==> config.mk <==
export PLATFORM = sky130hd
export DESIGN_NAME = regfile_sb
export DESIGN_NICKNAME = d
export VERILOG_FILES = /design/src/rtl/regfile_sb.sv
export SDC_FILE = /design/constraint.sdc
export NUM_CORES = 1
export LEC_CHECK = 0
export ABC_AREA = 0
export CORE_ASPECT_RATIO = 1.2
export CORE_MARGIN = 8
export CORE_UTILIZATION = 25
export DETAILED_ROUTE_END_ITERATION = 6
export PLACE_DENSITY = 0.47
export SETUP_SLACK_MARGIN = 0.05
export SYNTH_ARGS = -nofsm -noshare
export SYNTH_HDL_FRONTEND = slang
export SYNTH_SLANG_ARGS = --single-unit
==> constraint.sdc <==
create_clock -name clock -period 5.1 [get_ports clock]
set_input_delay 1.02 -clock clock [delete_from_list [all_inputs] [get_ports clock]]
set_output_delay 1.02 -clock clock [all_outputs]
set_load 0.03 [all_outputs]
==> src/rtl/regfile_sb.sv <==
// regfile_sb: parametrised register file with two asynchronous read ports,
// one write port and a per-register pending scoreboard for RAW hazard stalls.
// All state updates on the falling edge of clock; reset is synchronous, active-high.
// Optional feature macro REGFILE_BYPASS_EN: forwards same-cycle writeback data
// and clears busy on the read ports before the edge.

module regfile_sb #(
    parameter int DW      = 16,
    parameter int AW      = 3,
    parameter int ZERO_R0 = 0
) (
    input  logic          clock,
    input  logic          reset,
    input  logic [AW-1:0] adr_a,
    input  logic [AW-1:0] adr_b,
    output logic [DW-1:0] Dout1,
    output logic [DW-1:0] Dout2,
    input  logic          RegWrite,
    input  logic [AW-1:0] adr_w,
    input  logic [DW-1:0] Din,
    input  logic          iss_en,
    input  logic [AW-1:0] adr_i,
    output logic          busy_a,
    output logic          busy_b,
    output logic          hazard,
    output logic [AW:0]   pend_cnt
);

    localparam int   DEPTH   = 1 << AW;
    localparam logic ZERO_EN = (ZERO_R0 != 0);

    logic [DW-1:0]    mem_r [DEPTH];
    logic [DEPTH-1:0] pend_r;
    logic [AW:0]      pend_cnt_r;

    logic [DEPTH-1:0] pend_nxt_s;
    logic             wr_ok_s;
    logic             iss_ok_s;
    logic [DW-1:0]    rd_a_s;
    logic [DW-1:0]    rd_b_s;
    logic             bsy_a_s;
    logic             bsy_b_s;
    logic             zero_a_s;
    logic             zero_b_s;

    // Number of set bits in a pending vector.
    function automatic logic [AW:0] popcount(input logic [DEPTH-1:0] v);
        logic [AW:0] c;
        c = {(AW+1){1'b0}};
        for (int i = 0; i < DEPTH; i++) begin
            c = c + {{AW{1'b0}}, v[i]};
        end
        return c;
    endfunction

    // With ZERO_R0, writes and issues aimed at address 0 are dropped here.
    assign wr_ok_s  = RegWrite && !(ZERO_EN && (adr_w == {AW{1'b0}}));
    assign iss_ok_s = iss_en   && !(ZERO_EN && (adr_i == {AW{1'b0}}));
    assign zero_a_s = ZERO_EN && (adr_a == {AW{1'b0}});
    assign zero_b_s = ZERO_EN && (adr_b == {AW{1'b0}});

    // Next pending vector: an issue beats a writeback to the same register.
    always_comb begin
        pend_nxt_s = pend_r;
        for (int i = 0; i < DEPTH; i++) begin
            pend_nxt_s[i] = (iss_ok_s && (adr_i == AW'(i))) ? 1'b1 :
                            (wr_ok_s  && (adr_w == AW'(i))) ? 1'b0 : pend_r[i];
        end
    end

    // Register array, scoreboard and pending count, updated on the falling edge.
    always_ff @(negedge clock) begin
        if (reset) begin
            for (int i = 0; i < DEPTH; i++) begin
                mem_r[i] <= {DW{1'b0}};
            end
            pend_r     <= {DEPTH{1'b0}};
            pend_cnt_r <= {(AW+1){1'b0}};
        end else begin
            if (wr_ok_s) begin
                mem_r[adr_w] <= Din;
            end
            pend_r     <= pend_nxt_s;
            pend_cnt_r <= popcount(pend_nxt_s);
        end
    end

    // Read ports and busy lookup, with optional same-cycle writeback forwarding.
    always_comb begin
        rd_a_s  = mem_r[adr_a];
        rd_b_s  = mem_r[adr_b];
        bsy_a_s = pend_r[adr_a];
        bsy_b_s = pend_r[adr_b];
`ifdef REGFILE_BYPASS_EN
        if (wr_ok_s && (adr_w == adr_a)) begin
            rd_a_s  = Din;
            bsy_a_s = 1'b0;
        end else begin
            rd_a_s  = mem_r[adr_a];
            bsy_a_s = pend_r[adr_a];
        end
        if (wr_ok_s && (adr_w == adr_b)) begin
            rd_b_s  = Din;
            bsy_b_s = 1'b0;
        end else begin
            rd_b_s  = mem_r[adr_b];
            bsy_b_s = pend_r[adr_b];
        end
`endif
    end

    assign Dout1    = zero_a_s ? {DW{1'b0}} : rd_a_s;
    assign Dout2    = zero_b_s ? {DW{1'b0}} : rd_b_s;
    assign busy_a   = zero_a_s ? 1'b0 : bsy_a_s;
    assign busy_b   = zero_b_s ? 1'b0 : bsy_b_s;
    assign hazard   = busy_a | busy_b;
    assign pend_cnt = pend_cnt_r;

endmodule

==> results.txt, run 1 <==
----------------------------------------------------
[Run status]
  Outcome ... finished, violations left
  Violated checks ... negative setup slack

[Logic synthesis]
  Proportion of synthesized chip area in sequential cells ... a little over half
  Cell type with the highest aggregate area in the netlist ... sky130_fd_sc_hd__edfxtp_1
  Top cells by instance count after synthesis ... sky130_fd_sc_hd__and2_1, sky130_fd_sc_hd__edfxtp_1, sky130_fd_sc_hd__mux4_2
  Total standard cell area after synthesis ... 7470 µm²
  Net count after synthesis ... approximately 510
  Number of distinct library cells after synthesis ... 31
  Register bit count reported by yosys ... between 100 and 150
  Top cell type's share of synthesized area ... between 50% and 60%
  Async set or reset register ratio after synthesis ... 0%
  Post-Syn Instances ... 474
  Synth Area per Inst ... 15.76 µm²
  Number of flops mapped to enable cells by yosys ... 128
  Yosys warning count ... 0
  Top FF cell, synth ... sky130_fd_sc_hd__edfxtp_1
  Most area-consuming cells after synthesis ... sky130_fd_sc_hd__edfxtp_1, sky130_fd_sc_hd__mux4_2, sky130_fd_sc_hd__and2_1, sky130_fd_sc_hd__mux2_2, sky130_fd_sc_hd__dfxtp_1

[CTS]
  TritonCTS clock tree ... done
  Clk slew on worst S/H paths ... ~0.040 ns
  CTS max path bufs ... 2
  Number of buffers inserted during clock tree synthesis ... 17
  # hold bufs at CTS ... 0
  Clock latency of the later-clocked register in the worst-skew pair ... 0.45 ns
  H-tree level count ... 4
  CTS root buf ... sky130_fd_sc_hd__clkbuf_16
  Num Clock Sinks ... 140

[Placement]
  Setup slack at placement ... -2.051 ns
  Final Wtd Congestion ... 0.8296
  Number of buffers inserted by port buffering ... 70
  Estimated wirelength of the detail-placed design ... roughly 14000 µm
  Instance count after placement with tap cells included ... 957

[GRT]
  Wire length of the first global-routing pass ... 34220 µm
  Antenna violations before repair ... 1
  Largest net degree at the start of global routing ... 33
  Via count of the first global-routing pass ... about 6000
  Gr usage total ... between 10% and 20%
  GRT Residual Overflow ... 0

[Detailed routing]
  Post-detailed-routing wire length ... 23170 µm
  Routed WL per cell ... 20.43 µm
  Total vias in the final route ... 5157
  # DRC ... 0
  Number of iterations in the first detailed-routing pass ... 5
  Starting DRC count in detailed routing ... 311
  Via density per instance ... between 4 and 5
  Post-route ant nets ... 0

[Timing]
  Headroom to the max-slew limit ... 49.50%
  Final setup margin ... -1.223 ns
  RSZ-0062 raised after global routing ... true
  Final-report setup violation count ... 39
  Final hold violations ... 0
  Worst Max-Slew Pin Slew ... 0.7575 ns
  Pins Over Slew Limit ... 0
  Worst clock skew ... 0.01395 ns
  Final sum of negative setup slack ... -11.27 ns

[Floorplanning]
  Core ar. ... roughly 30000 µm²
  Chip Width ... 173.8 µm
  Site row count ... 69
  Initial cell density of the core ... between 20% and 30%
  Boundary pin count ... 71
  Vert. Die Dim ... 205.4 µm
  Overall die area ... 35690 µm²

[Layout]
  Number of nets in the layout ... 771
  Antenna diode count ... 0
  Signed area change from the synthesized netlist to the final layout ... 40.87%
  Sequential Area ... 4089 µm²
  Multi-input gate area in the final layout ... 3377 µm²
  Fill count ... 2930
  Post-route non-filler standard cell count ... 1134
  Fraction of final layout cells sized beyond drive strength 1 ... around a third

[Hold path]
  Worst min-delay path class ... register to register

[Job]
  Max_cap viols ... 0

[Pwr]
  Sequential cell fraction of total power ... between 30% and 40%
  Pwr/cell area ... 346.5 nW/µm²
  Cell Int Power ... 2557 µW
  Fraction of power spent switching nets ... ~30%
  Static Leakage ... 0.004451 µW
  Net switching power ... 1090 µW
  Part of the total power dissipated in combinational logic ... 16.4%
  Worst ir drop on vdd ... between 200 and 250 µV
  Clock power frac ... 46.0%

[Critical path]
  Critical Path Max Stage Delay ... around 0.55 ns
  Data required time of the critical path ... a little under 3 ns
  Count of buffering cells on the critical path with inverters included ... 5
  Worst path cell trace ... buf_6, or4b_4, a22oi_2, fa_1, inv_2, fa_1, inv_2, fa_1, inv_2, ha_4, inv_2, fa_2, nor2_2
  Critical-path maximum fanout ... 2
  Setup crit start kind ... input pin
  Critical path start-end classification ... input pin to register
  CP delay by family, top ... adder cells
  CP Capture Type ... register
  Library cell appearing most often on the critical path ... sky130_fd_sc_hd__inv_2
  Cell with the largest stage delay on the worst path ... sky130_fd_sc_hd__or4b_4
  Worst Path Arrival ... 4.11 ns

----------------------------------------------------
## timing repair
item	CTS	global route
endpoints found under the setup margin	40	41
hold endpoints to repair	0	0
cloned	0	0
pin swaps	9	5
gates resized for setup	118	10
buffers inserted	4	3
## layout by cell type, fill, tap and decap left out, drive strengths merged, types with 2 or more instances in the layout
cell type      instances
nand4b                 3
inv                  156
clkbuf                17
dlymetal6s2s           2
buf                  105
mux2                  34
bufinv                 3
edfxtp               128
a32oi                  2
ha                     3
a22oi                  2
clkinvlp               2
mux4                  68
clkdlybuf4s50         22
and2                 128
nand4bb                3
dlygate4sd2            3
nor2b                  7
nor3                   2
a21oi                  2
fa                     4
dfxtp                 12
a32o                   2
nor2                  13
clkdlybuf4s15          2
nand2b                10
## layout make-up
type | instances | area share (%)
Clock buffer | 17 | 4.043
Clock inverter | 154 | 6.552
Inverter | 8 | 0.2854
Multi-Input combinational cell | 291 | 32.09
Sequential cell | 140 | 38.86
Tap cell | 390 | 4.637
Timing Repair Buffer | 134 | 13.53
## worst paths after layout
kind	from	to	slack, ns	cells after the start
max	adr_w[2]	pend_cnt[1]	-1.22	13
min	pend_r[3]	pend_r[3]	0.64	3
max reg2reg	pend_r[1]	pend_cnt[1]	2.05	12
min reg2reg	pend_r[3]	pend_r[3]	0.64	3
## power by group through the flow
stage	combinational (µW)	clock, µW	sequential, µW
after floorplan	315	164	1380
after global placement	540	164	1380
after detailed placement	546	164	1390
after CTS	605	1730	1370
after global routing	633	1870	1380
final	598	1680	1370
## per-stage QoR
| stage | area [µm²] | power [µW] | utilization (%) | hold slack [ns] |
|---|---|---|---|---|
| 3_5_place_dp | 9072 | 2097 | 30.73 | 0.6335 |
| 5_1_grt | 10520 | 3878 | 35.64 | 0.6638 |
| 2_1_floorplan | 7510 | 1859 | - | 0.4951 |
| 6_report | 10520 | 3646 | 35.64 | 0.6426 |
| 3_3_place_gp | 9072 | 2081 | 30.73 | 0.6530 |
| 4_1_cts | 10480 | 3710 | 35.49 | 0.6406 |
## logic make-up after synthesis
family	after synthesis	synth area share [%]
simple gates	172	14.62
flops	140	54.67
mux	102	25.63
buf+inv	43	2.429
compound gates	9	0.9548
fa+ha+maj	7	1.575
xor+xnor	1	0.1173
## registers in the layout (all words and copies together) (netlist names)
| register | flops |
|---|---|
| pend_cnt | 4 |
| mem_r | 128 |
| pend_r | 8 |
## tightest hold or removal path: cells and delay by family (launching register included)
family	cells	cell delay, ns
AND/OR/NAND/NOR	1	0.09
AO/OA/AOI/OAI	1	0.06
buffers and inverters	1	0.11
flip-flops	1	0.34
## metal layers
metal	vias to the layer above	GRT usage, %	routed length [µm]
li1	2333	-	-
met1	2656	14.19	9436
met2	150	23.30	12380
met3	16	4.570	1143
met4	2	5.442	188
met5	-	0	13
Note: power is estimated with default switching activity, not from simulation.
==> run 2: changes to the inputs <==
- CELL_PAD_IN_SITES_DETAIL_PLACEMENT: unset -> 1
- CELL_PAD_IN_SITES_GLOBAL_PLACEMENT: unset -> 1
- CORE_UTILIZATION: 25 -> 49
- PLACE_DENSITY: 0.47 -> 0.87
==> run 2 against run 1 <==
Compared with the run above:
- the run still ends with negative setup slack left
- non-clock buffer count is 19 higher
- hold slack gained 0.010 ns
- design area shrank 1.8%
- wire length increased by 23%
- register-to-register slack worse by 0.22 ns
- count of clock-buffer cells in the layout stayed put
- critical path depth unchanged
- power up 6.1%
- die area shrank 45%
- worst setup slack got worse by 0.048 ns
- critical endpoint unchanged
- largest cell class unchanged
- highest routed layer is now met4
==> results.txt, run 2 (same netlist as run 1, synthesis figures left out) <==
----------------------------------------------------
[Critical path]
  Critical-path maximum fanout ... 2 (unchanged)
  CP Capture Type ... register
  Critical path start-end classification ... input pin to register
  Worst Path Arrival ... 4.18 ns (+0.07 ns)
  Data required time of the critical path ... 2.91 ns (+0.02 ns)
  Setup crit start kind ... input pin
  Reg-to-reg slack, setup ... 1.83 ns (-0.22 ns)

[Layout]
  Top library cells by usage in the layout, fill and taps aside ... sky130_fd_sc_hd__inv_1, sky130_fd_sc_hd__and2_1, sky130_fd_sc_hd__edfxtp_1
  Fraction of final layout cells sized beyond drive strength 1 ... 37.04% (+2.1 points)
  Post-route cell area ... 10330 µm² (-1.8%)
  Number of nets in the layout ... 790 (+2.5%)
  Most flops, register ... mem_r
  Antenna diode count ... 0 (unchanged)
  Fill count ... 1426 (-51%)
  Signed area change from the synthesized netlist to the final layout ... 38.32%
  Post-route non-filler standard cell count ... 968 (-15%)
  Max FFs per register ... 128 (unchanged)
  Final core area utilization ... 69.07% (+33 points)
  Commonest non-fill, non-tap cell in the layout ... sky130_fd_sc_hd__inv_1

[GRT]
  Global routing met2 resource utilization ... 49.25% (+26 points)
  Via count of the first global-routing pass ... 6990 (+17%)
  Largest net degree at the start of global routing ... 26 (-21%)
  GRT Residual Overflow ... 0 (unchanged)
  Antenna violations before repair ... 0 (-1)
  GRT Max-Usage Layer ... met2
  Gr usage total ... 29.52% (+16 points)
  Wire length of the first global-routing pass ... 41300 µm (+21%)
  GR Layer Usage met1 ... 31.51% (+17 points)
  Grt met3 use ... 9.017% (+4.4 points)

[Floorplanning]
  Vert. Die Dim ... 151.3 µm (-26%)
  Core ar. ... 14960 µm² (-49%)
  Initial cell density of the core ... 49.93% (+25 points)
  Overall die area ... 19470 µm² (-45%)
  Site row count ... 49 (-29%)
  Boundary pin count ... 71 (unchanged)
  Chip Width ... 128.7 µm (-26%)

[Detailed routing]
  Post-detailed-routing wire length ... 28480 µm (+23%)
  Total vias in the final route ... 5915 (+15%)
  Via density per instance ... 6.111 (+34%)
  Starting DRC count in detailed routing ... 538 (+73%)
  Number of iterations in the first detailed-routing pass ... 6 (+1)
  Post-route ant nets ... 0 (unchanged)
  # DRC ... 0 (unchanged)
  Routed WL per cell ... 29.42 µm (+44%)

[Placement]
  Number of buffers inserted by port buffering ... 70 (unchanged)
  Estimated wirelength of the detail-placed design ... 15260 µm (+11%)
  Final Wtd Congestion ... 0.8963 (+8.0%)
  Setup slack at placement ... -2.135 ns (-0.08386 ns)
  Instance count after placement with tap cells included ... 786 (-18%)
  Area post-placement ... 8870 µm² (-2.2%)

[Timing]
  RSZ-0062 raised after global routing ... true
  Pins Over Slew Limit ... 0 (unchanged)
  Worst clock skew ... 0.02402 ns (+0.01007 ns)
  Worst Max-Slew Pin Slew ... 0.8729 ns (+0.1153 ns)
  Final setup margin ... -1.271 ns (-0.04799 ns)
  Final-report setup violation count ... 39 (unchanged)
  Headroom to the max-slew limit ... 41.63% (-7.9 points)
  Final hold violations ... 0 (unchanged)

[Pwr]
  Worst ir drop on vdd ... 249.7 µV (+9.6%)
  Pwr/cell area ... 374.4 nW/µm² (+8.0%)
  Static Leakage ... 0.004537 µW (+1.9%)
  Total chip power ... 3868 µW (+6.1%)

[CTS]
  CTS root buf ... sky130_fd_sc_hd__clkbuf_16
  # hold bufs at CTS ... 0 (unchanged)
  CTS max path bufs ... 2 (unchanged)
  Clk slew on worst S/H paths ... 0.06 ns (+0.02 ns)
  H-tree level count ... 4 (unchanged)
  TritonCTS clock tree ... done
  Num Clock Sinks ... 140 (unchanged)
  Number of buffers inserted during clock tree synthesis ... 17 (unchanged)
  Clock latency of the later-clocked register in the worst-skew pair ... 0.48 ns (+0.03 ns)

[Run status]
  Violated checks ... negative setup slack
  Outcome ... finished, violations left

[Hold path]
  Worst min-delay path class ... register to register

[Job]
  Max_cap viols ... 0 (unchanged)

----------------------------------------------------
[run 2: cell count changes in the layout (fill, tap and decap cells not counted), sizes merged]
cell,before,now
buf,105,124
clkdlybuf4s50,22,21
clkdlybuf4s15,2,0
clkinv,1,2
bufinv,3,1
inv,156,158
clkbuf,17,20
[run 2: critical path, stage by stage]
cell and delay (ns):
sky130_fd_sc_hd__buf_6 0.09, sky130_fd_sc_hd__or4b_4 0.54, sky130_fd_sc_hd__a22oi_2 0.22, sky130_fd_sc_hd__fa_1 0.48
sky130_fd_sc_hd__inv_2 0.08, sky130_fd_sc_hd__fa_1 0.40, sky130_fd_sc_hd__inv_2 0.09, sky130_fd_sc_hd__fa_1 0.42
sky130_fd_sc_hd__inv_2 0.09, sky130_fd_sc_hd__ha_4 0.14, sky130_fd_sc_hd__inv_2 0.04, sky130_fd_sc_hd__fa_2 0.51
sky130_fd_sc_hd__nor2_1 0.05
[run 2: routing by layer]
| layer | vias to the layer above | share of wire (%) | wire, µm |
|---|---|---|---|
| li1 | 2370 | - | - |
| met1 | 3030 | 36 | 10130 |
| met2 | 399 | 52 | 14680 |
| met3 | 116 | 7.6 | 2155 |
| met4 | 0 | 5.3 | 1511 |
| met5 | - | 0 | 0 |
[run 2: path summary, 6_finish.rpt]
kind / from / end / cells after the start
hold reg to reg: pend_r[7] / pend_r[7] / 2
setup reg to reg: pend_r[1] / pend_cnt[1] / 12
hold / removal: pend_r[7] / pend_r[7] / 2
setup / recovery: adr_w[1] / pend_cnt[1] / 13
[run 2: final cells by class]
cell class / count / area, µm² / share of cell area [%]
Clock inverter: 155 / 665.6 / 6.442
Sequential cell: 140 / 4089 / 39.57
Timing Repair Buffer: 153 / 1453 / 14.06
Multi-Input combinational cell: 291 / 3415 / 33.05
Clock buffer: 17 / 425.4 / 4.117
Tap cell: 204 / 255.2 / 2.470
Inverter: 8 / 30.03 / 0.2906
[run 2: through the flow]
step                TNS, ns  hold WS [ns]
detailed placement   -36.85        0.5963
global placement     -25.94        0.5369
global route         -16.11        0.6439
CTS                  -14.45        0.6227
finish               -15.01        0.6527
floorplan            -5.531        0.4951
[run 2: timing repair]
| item | 4_1_cts | 5_1_grt |
|---|---|---|
| pin swaps | 9 | 7 |
| hold endpoints to repair | 0 | 0 |
| resized for setup | 157 | 25 |
| setup endpoints to repair | 41 | 41 |
| setup buffers | 5 | 6 |
[run 2: where the power goes]
| group | internal (µW) | total [µW] | switching [µW] |
|---|---|---|---|
| clock network | 835 | 1860 | 1020 |
| logic | 310 | 625 | 315 |
| registers | 1340 | 1380 | 48.9 |
==> run 3: changes to the inputs <==
- GPL_TIMING_DRIVEN: unset -> 0
- SKIP_CTS_REPAIR_TIMING: unset -> 1
==> run 3 against run 2 <==
Compared with the run above:
- the run still ends with negative setup slack left
- first-iteration DRC count up 20%
- count of clock-buffer cells in the layout unchanged
- sequential power about the same
- combinational power down 11%
- wire length down 6.4%
- sequential share of layout area up 2.6 points
- power down 1.8%
- clock power about the same
- via count down 5.2%
- global-route usage down 3.1 points
- critical endpoint unchanged
==> results.txt, run 3 (same netlist as run 1, synthesis figures left out) <==
----------------------------------------------------
[Pwr]
  Part of the total power dissipated in combinational logic ... 14.6% (-1.6 points)
  Fraction of power spent switching nets ... 34.80% (-1.1 points)
  Pwr/cell area ... 392.1 nW/µm² (+4.7%)
  Static Leakage ... 0.004149 µW (-8.6%)
  Net switching power ... 1322 µW (-4.7%)
  Total chip power ... 3800 µW (-1.8%)
  Cell Int Power ... 2477 µW (about the same)
  Sequential cell fraction of total power ... 36.5% (+0.7 points)
  Worst ir drop on vdd ... 322.8 µV (+29%)
  Clock power frac ... 48.9% (+0.9 points)

[Detailed routing]
  Total vias in the final route ... 5610 (-5.2%)
  Starting DRC count in detailed routing ... 648 (+20%)
  # DRC ... 0 (unchanged)
  Routed WL per cell ... 29.11 µm (-1.1%)
  Routed met2 length ... 13720 µm (-6.6%)
  Routed length on met1 ... 9953 µm (-1.8%)
  Top Metal Used ... met4
  Post-route ant nets ... 0 (unchanged)
  Met3 wire length ... 2018 µm (-6.4%)
  Via density per instance ... 6.124 (+0.23%)
  Number of iterations in the first detailed-routing pass ... 7 (+1)
  Post-detailed-routing wire length ... 26670 µm (-6.4%)

[CTS]
  Clk slew on worst S/H paths ... 0.03 ns (-0.03 ns)
  H-tree level count ... 4 (unchanged)
  Clock latency of the later-clocked register in the worst-skew pair ... 0.48 ns (about the same)
  Num Clock Sinks ... 140 (unchanged)
  CTS root buf ... sky130_fd_sc_hd__clkbuf_16
  TritonCTS clock tree ... done
  CTS max path bufs ... 2 (unchanged)
  Number of buffers inserted during clock tree synthesis ... 17 (unchanged)

[GRT]
  Wire length of the first global-routing pass ... 37080 µm (-10%)
  Gr usage total ... 26.38% (-3.1 points)
  GRT Residual Overflow ... 0 (unchanged)
  Largest net degree at the start of global routing ... 17 (-35%)
  Antenna violations before repair ... 0 (unchanged)
  Via count of the first global-routing pass ... 6474 (-7.4%)

[Job]
  Max_cap viols ... 0 (unchanged)

[Critical path]
  Critical-path maximum fanout ... 7 (+5)
  Critical Path Max Stage Delay ... 0.57 ns (+0.03 ns)
  Worst path cell trace ... buf_6, buf_6, or4b_4, a22oi_2, fa_1, inv_1, fa_1, inv_2, fa_1, inv_2, ha_4, inv_2, fa_2, nor2_1
  Worst Path Arrival ... 4.36 ns (+0.18 ns)
  Cell with the largest stage delay on the worst path ... sky130_fd_sc_hd__or4b_4
  Data required time of the critical path ... 2.87 ns (-0.04 ns)
  Critical path start-end classification ... input pin to register
  CP Capture Type ... register
  Setup crit start kind ... input pin

[Layout]
  Antenna diode count ... 0 (unchanged)
  Fraction of final layout cells sized beyond drive strength 1 ... 30.76% (-6.3 points)
  Top library cells by usage in the layout, fill and taps aside ... sky130_fd_sc_hd__inv_1, sky130_fd_sc_hd__and2_1, sky130_fd_sc_hd__edfxtp_1
  Signed area change from the synthesized netlist to the final layout ... 29.75%
  Commonest non-fill, non-tap cell in the layout ... sky130_fd_sc_hd__inv_1
  Most flops, register ... mem_r
  Post-route non-filler standard cell count ... 916 (-5.4%)
  Final core area utilization ... 64.79% (-4.3 points)
  Number of nets in the layout ... 738 (-6.6%)
  Max FFs per register ... 128 (unchanged)

[Floorplanning]
  Chip Width ... 128.7 µm (unchanged)
  Vert. Die Dim ... 151.3 µm (unchanged)
  Core ar. ... 14960 µm² (unchanged)
  Overall die area ... 19470 µm² (unchanged)
  Boundary pin count ... 71 (unchanged)
  Initial cell density of the core ... 49.93% (unchanged)
  Site row count ... 49 (unchanged)

[Timing]
  Pins Over Slew Limit ... 0 (unchanged)
  Final setup margin ... -1.484 ns (-0.2135 ns)
  Final-report setup violation count ... 55 (+41%)
  Headroom to the max-slew limit ... 18.83% (-23 points)
  Worst clock skew ... 0.02090 ns (-0.003121 ns)
  Final hold violations ... 0 (unchanged)
  Worst Max-Slew Pin Slew ... 1.218 ns (+0.3447 ns)
  Worst Hold Slack ... 0.5570 ns (-0.09577 ns)
  RSZ-0062 raised after global routing ... true

[Hold path]
  Worst min-delay path class ... register to register

[Run status]
  Violated checks ... negative setup slack
  Outcome ... finished, violations left

[Placement]
  Instance count after placement with tap cells included ... 739 (-6.0%)
  Final Wtd Congestion ... 0.8700 (-2.9%)
  Estimated wirelength of the detail-placed design ... 14140 µm (-7.3%)
  Number of buffers inserted by port buffering ... 61 (-13%)

----------------------------------------------------
run 3: cell types whose count changed in the layout (fill, tap and decap cells not counted), sizes merged:
cell | before | now
dlymetal6s2s | 2 | 5
buf | 124 | 58
inv | 158 | 159
clkdlybuf4s50 | 21 | 19
bufinv | 1 | 2
clkinvlp | 2 | 0
dlygate4sd2 | 3 | 0
clkbuf | 20 | 36
run 3: stage by stage:
stage                     setup WS (ns)  TNS, ns  instance area (µm²)
after floorplan                  -1.591   -5.531                 7510
after global placement           -2.216  -144.67                 8376
after detailed placement         -2.280  -160.91                 8376
after CTS                        -1.808   -75.33                 9482
after global routing             -1.590   -20.91                 9692
final                            -1.484   -18.60                 9692
run 3: metal layers:
metal,vias to the layer above,track usage [%]
met5,-,0
met4,0,16.66
met3,82,8.982
met2,362,43.72
met1,2902,28.60
li1,2264,-
run 3: area by class of cell:
type | count | area, µm²
fill | 1485 | 5268
buffer | 34 | 173.9
clock inverter | 155 | 684.4
multi-input combinational | 291 | 3371
tap | 204 | 255.2
inverter | 8 | 30.03
sequential | 140 | 4088
clock buffer | 17 | 425.4
timing repair buffer | 67 | 664.4
run 3: critical path, delay by kind of cell:
family / cells / cell delay, ns
buffers and inverters: 6 / 0.49
AND/OR/NAND/NOR: 2 / 0.61
AO/OA/AOI/OAI: 1 / 0.27
adder cells (fa/ha/maj): 5 / 1.98
run 3: path summary, 6_finish.rpt:
kind | from | end | slack [ns] | cells after the start
max | adr_w[0] | pend_cnt[1] | -1.48 | 14
min | pend_r[3] | pend_r[3] | 0.56 | 2
max reg2reg | pend_r[0] | pend_cnt[1] | 2.02 | 11
min reg2reg | pend_r[3] | pend_r[3] | 0.56 | 2
run 3: power groups by stage:
stage / combinational [µW] / sequential (µW) / clock, µW
2_1_floorplan: 315 / 1380 / 164
3_3_place_gp: 496 / 1380 / 164
3_5_place_dp: 507 / 1390 / 164
4_1_cts: 517 / 1380 / 1830
5_1_grt: 579 / 1390 / 1970
6_report: 556 / 1390 / 1860
